**config.mk**
```make
export PLATFORM = sky130hd
export DESIGN_NAME = seq_mult_param
export DESIGN_NICKNAME = d
export VERILOG_FILES = /design/src/rtl/seq_mult_param.sv
export SDC_FILE = /design/constraint.sdc
export NUM_CORES = 1
export LEC_CHECK = 0
export CORE_ASPECT_RATIO = 0.5
export CORE_MARGIN = 4
export CORE_UTILIZATION = 30
export DETAILED_ROUTE_END_ITERATION = 8
export REMOVE_ABC_BUFFERS = 1
export SLEW_MARGIN = 20
export SYNTH_ARGS = -nofsm -noshare
export SYNTH_HDL_FRONTEND = slang
export SYNTH_SLANG_ARGS = --single-unit
```
**constraint.sdc**
```tcl
create_clock -name clk -period 15.56 [get_ports clk]
set_input_delay 4.668 -clock clk [delete_from_list [all_inputs] [get_ports clk]]
set_output_delay 4.668 -clock clk [all_outputs]
set_load 0.02 [all_outputs]
```
**src/rtl/seq_mult_param.sv**
```systemverilog
`default_nettype none
// +--------------------------------------------------------------------------+
// | Module   : seq_mult_param                                                |
// | Brief    : Serial-parallel multiplier, WIDTH-bit operands, DIGIT bits    |
// |            retired per cycle, runtime signed/unsigned, start/busy/done.  |
// |            Optional abort input enabled by macro SEQ_MULT_ABORT_EN.      |
// | Revision : 1.0  initial release                                          |
// +--------------------------------------------------------------------------+
module seq_mult_param #(
  parameter int WIDTH = 32,
  parameter int DIGIT = 1
) (
  input  logic               clk,
  input  logic               rst,
  input  logic               start,
`ifdef SEQ_MULT_ABORT_EN
  input  logic               abort,
`endif
  input  logic [WIDTH-1:0]   MP,
  input  logic [WIDTH-1:0]   MC,
  input  logic               signed_mode,
  output logic [2*WIDTH-1:0] P,
  output logic               busy,
  output logic               done
);

  localparam int N  = WIDTH / DIGIT;
  localparam int CW = (N > 1) ? $clog2(N) : 1;
  localparam logic [CW-1:0] LAST = CW'(N - 1);

  typedef enum logic [1:0] {
    IDLE = 2'd0,
    RUN  = 2'd1,
    DONE = 2'd2
  } state_t;

  state_t               state_q, state_d;
  logic [2*WIDTH-1:0]   acc_q, acc_d;
  logic [2*WIDTH-1:0]   mc_q, mc_d;
  logic [WIDTH-1:0]     mp_q, mp_d;
  logic                 sgn_q, sgn_d;
  logic [CW-1:0]        cnt_q, cnt_d;
  logic [2*WIDTH-1:0]   p_q, p_d;

  logic                 abort_req;
  logic [2*WIDTH-1:0]   pp;
  logic [2*WIDTH-1:0]   corr;

`ifdef SEQ_MULT_ABORT_EN
  assign abort_req = abort;
`else
  assign abort_req = 1'b0;
`endif

  assign P    = p_q;
  assign busy = (state_q == RUN);
  assign done = (state_q == DONE);

  always_ff @(posedge clk) begin
    if (rst) begin
      state_q <= IDLE;
      acc_q   <= '0;
      mc_q    <= '0;
      mp_q    <= '0;
      sgn_q   <= 1'b0;
      cnt_q   <= '0;
      p_q     <= '0;
    end else begin
      state_q <= state_d;
      acc_q   <= acc_d;
      mc_q    <= mc_d;
      mp_q    <= mp_d;
      sgn_q   <= sgn_d;
      cnt_q   <= cnt_d;
      p_q     <= p_d;
    end
  end

  // The multiplicand is kept sign/zero-extended and pre-shifted so each cycle
  // only adds DIGIT shifted copies; the multiplier is treated as unsigned and
  // its negative MSB weight (signed mode) is removed on the final step.
  always_comb begin
    pp = '0;
    for (int j = 0; j < DIGIT; j++) begin
      if (mp_q[j]) begin
        pp = pp + (mc_q << j);
      end
    end
    corr = (sgn_q && mp_q[DIGIT-1]) ? (mc_q << DIGIT) : '0;
  end

  always_comb begin
    state_d = state_q;
    acc_d   = acc_q;
    mc_d    = mc_q;
    mp_d    = mp_q;
    sgn_d   = sgn_q;
    cnt_d   = cnt_q;
    p_d     = p_q;

    case (state_q)
      IDLE, DONE: begin
        state_d = IDLE;
        if (start) begin
          mp_d    = MP;
          mc_d    = {{WIDTH{signed_mode & MC[WIDTH-1]}}, MC};
          sgn_d   = signed_mode;
          acc_d   = '0;
          cnt_d   = '0;
          state_d = RUN;
        end
      end
      RUN: begin
        if (abort_req) begin
          state_d = IDLE;
        end else begin
          acc_d = acc_q + pp;
          mp_d  = mp_q >> DIGIT;
          mc_d  = mc_q << DIGIT;
          cnt_d = cnt_q + CW'(1);
          if (cnt_q == LAST) begin
            p_d     = acc_q + pp - corr;
            state_d = DONE;
          end
        end
      end
      default: begin
        state_d = IDLE;
      end
    endcase
  end

endmodule
`default_nettype wire

```
==> reports/qor.txt <==
Synth Warn #: 0
Hold_ws: 447 ps
Synthesized area: 0.0160 mm^2
Via density: 5.27
Worst hold path depth: 2
Final worst setup slack: 7720 ps
Layout area overhead: 17.0%
First drt pass iteration count: 7
Avg WL per Cell: 15.7 um
Critical path required time: 16030 ps
Die ar.: 0.0573 mm^2
Setup bufs post-CTS: 0
H-tree depth: 1
Slew HR: 26.4%
Filler cell count: 5502
CTS tree: yes
Via count: 14900
Final Max Tran Viols: 0
Global-route wire length before repair: 73000 um
# diodes: 0
Dpl ws: 7530 ps
R2R cell count: 24
Synth unique cells: 71
EDFF count, synth: 0
Storage element area: 0.00464 mm^2
Worst vdd ir: 0.0578 mV
Initial Util: 30.6%
Final GP Congestion: 0.877
Grt total ovfl: 0
Crit path DAT: 8310 ps
Die X: 335 um
Mapped Cells: 2065
Final Setup Violations: 0
Max Root-Sink Buffers: 3
Post-CTS Hold Buffers: 0
Fmax: 0.128 GHz
Setup TNS: 0 ps
Gr usage total: 15.1%
Multi-input gate area: 0.0107 mm^2
Outcome: finished, final reports clean
Syn_area_per_cell: 7.75 um^2
PostCTS Resize Cnt: 0
DP HPWL: 32300 um
DRC: 0
Worst R2R End: P[63]$_SDFFE_PP0P_
CTS Sinks: 232
Vias in the first global route: 14100
Die height: 171 um
PwrDens: 84.4 mW/mm^2
Seq/Total Area, Yosys: 29.0%
ANT nets after route: 0
Total Power: 0.00158 W
# rows: 59
Ys async rst share: 0%
Skew-Pair Late Insertion Delay: 550 ps
Synth Register Bits: 232
Initial antenna violation count: 0
Top Ports: 134
Critical R2R Launch: mp_q[0]$_SDFFE_PP0P_
RSZ-0062 raised after global routing: no
Final period util: 50.4%
Max-cap violations: 0
Routed WL: 44400 um
Pleak: 7.48 nW
Pin count of the biggest net entering global routing: 102
Top fanout value on the critical path: 66
Clk_skew: 12.4 ps
Slew @ Worst Pin: 1100 ps
Drt initial violations: 1060
Core box area: 0.0523 mm^2
Hold Vio Cnt, Final: 0
Flop-to-flop setup slack: 7720 ps
Hold crit path type: reg2reg
Num CTS Buffers: 26
WHS Endpoint: P[39]$_SDFFE_PP0P_
Clock slew at reported path FFs: 60 ps
CP Launch Type: flop
Number of port buffers: 133
Share of layout cells above drive strength 1: 4.09%
Crit. End Element: flop
Clock root cell: clkbuf_16
Min Tclk post-route: 7840 ps
Ys flop type: dfxtp_1
Critical path type: reg2reg
HP Start: P[39]$_SDFFE_PP0P_
Post-layout nets: 2304
## stage by stage
stage / instance area, um^2 / instances / util [%]
5_1_grt: 18700 / 2827 / 35.8
3_5_place_dp: 17800 / 2780 / 34.0
3_3_place_gp: 17800 / 2780 / 34.0
2_1_floorplan: 15500 / 1934 / -
6_report: 18700 / 2827 / 35.8
4_1_cts: 18700 / 2827 / 35.7
## per-layer routing
layer	track usage (%)	part of all wire, %	up-vias
met5	0	0	-
met2	25.6	46	266
met3	2.04	4.0	63
met1	20.5	48	7016
li1	-	-	7566
met4	3.64	2.3	0
## cells in the mapped netlist, types with 4 or more instances
master       n  area [um^2]
xor2_1      47          412
dfxtp_1    232         4640
a22o_1       9         78.8
nand2b_1    13         81.3
nor2b_1     15         93.8
a31oi_1     23          144
a221o_1      4         40.0
nand3_1     28          140
o21a_1      12         90.1
o211ai_1    10         75.1
nand4_1     26          163
xnor2_1     81          709
buf_2       11         55.1
o31ai_1     10         75.1
xnor3_1      7          158
a21o_1      50          375
mux2i_1      4         40.0
clkbuf_1   112          420
nor3_1      20          100
or3_1        5         31.3
o21bai_1    27          203
o21ai_0     67          335
a22oi_1    162         1220
nand2_1    300         1130
buf_1        6         22.5
a211oi_1    20          150
a31o_2       4         35.0
nor4_1       6         37.5
a2111oi_0    4         35.0
and3_1      16          100
ha_1       127         1590
a21oi_1    274         1370
or2_2        7         43.8
inv_1       32          120
a41oi_1      8         70.1
nor2_1     156          586
and2_1      72          450
## critical path: stages, from the launching register on
cell      delay [ps]
dfxtp_1          320
buf_4            480
nand2_1          190
fa_1             480
nand2b_1         190
a21oi_1          270
nor2_1           120
or2_2            340
o21bai_1         190
xor2_1           110
ha_1             400
nand4_1          150
nor2_1           160
o311ai_0         280
o211ai_1         300
a22oi_1          290
o41ai_1          900
a31oi_1          270
o31ai_1          520
a41oi_1          370
nor4b_2          350
nor3_1           170
o31ai_2          280
xnor3_1          390
a211oi_2         210
## sequential cells by signal, indices dropped and copies added (netlist names)
name and flops:
acc_q 64, sgn_q 1, state_q 2, P 64, mc_q 64, mp_q 32
cnt_q 5
## where the power goes
group	internal [W]	leakage [nW]	total, W	switching [W]
clock network	0.000382	0.433	0.000649	0.000268
registers	0.000611	1.88	0.000626	0.0000148
logic	0.000128	5.16	0.000305	0.000177
## worst max-delay path by stage
stage	from	end	slack (ps)
floorplan	start	mc_q[32]$_SDFFE_PP0P_	3820
global placement	start	mc_q[32]$_SDFFE_PP0P_	7530
detailed placement	start	mc_q[46]$_SDFFE_PP0P_	7530
CTS	mp_q[0]$_SDFFE_PP0P_	P[63]$_SDFFE_PP0P_	7830
global route	mp_q[0]$_SDFFE_PP0P_	P[63]$_SDFFE_PP0P_	7010
finish	mp_q[0]$_SDFFE_PP0P_	P[63]$_SDFFE_PP0P_	7720
## cell families (layout without fill, tap and decap cells)
family | count (synthesis) | after routing | share of synthesized area (%)
multiplexers | 4 | 4 | 0.250
flip-flops | 232 | 232 | 29.0
adder cells (fa/ha/maj) | 129 | 129 | 10.2
buffers and inverters | 163 | 224 | 3.93
AO/OA/AOI/OAI | 722 | 722 | 29.0
XOR/XNOR | 137 | 137 | 8.24
AND/OR/NAND/NOR | 678 | 678 | 19.4
## final cells by class
class,instances,area share (%)
timing repair buffer,145,7.62
sequential,232,24.8
inverter,32,0.655
clock inverter,14,0.909
multi-input combinational,1670,57.4
clock buffer,33,3.88
tap,701,4.69
## cell usage in the layout (no fill, tap or decap), types with 27 or more instances in the layout
master	n
ha_1	127
and2_1	70
nand3_1	28
o21bai_1	27
a21o_1	50
clkdlybuf4s50_1	132
a22oi_1	162
inv_1	31
a21oi_1	274
xnor2_1	81
nor2_1	155
o21ai_0	67
xor2_1	47
dfxtp_1	232
nand2_1	299
Note: power is estimated with default switching activity, not from simulation.
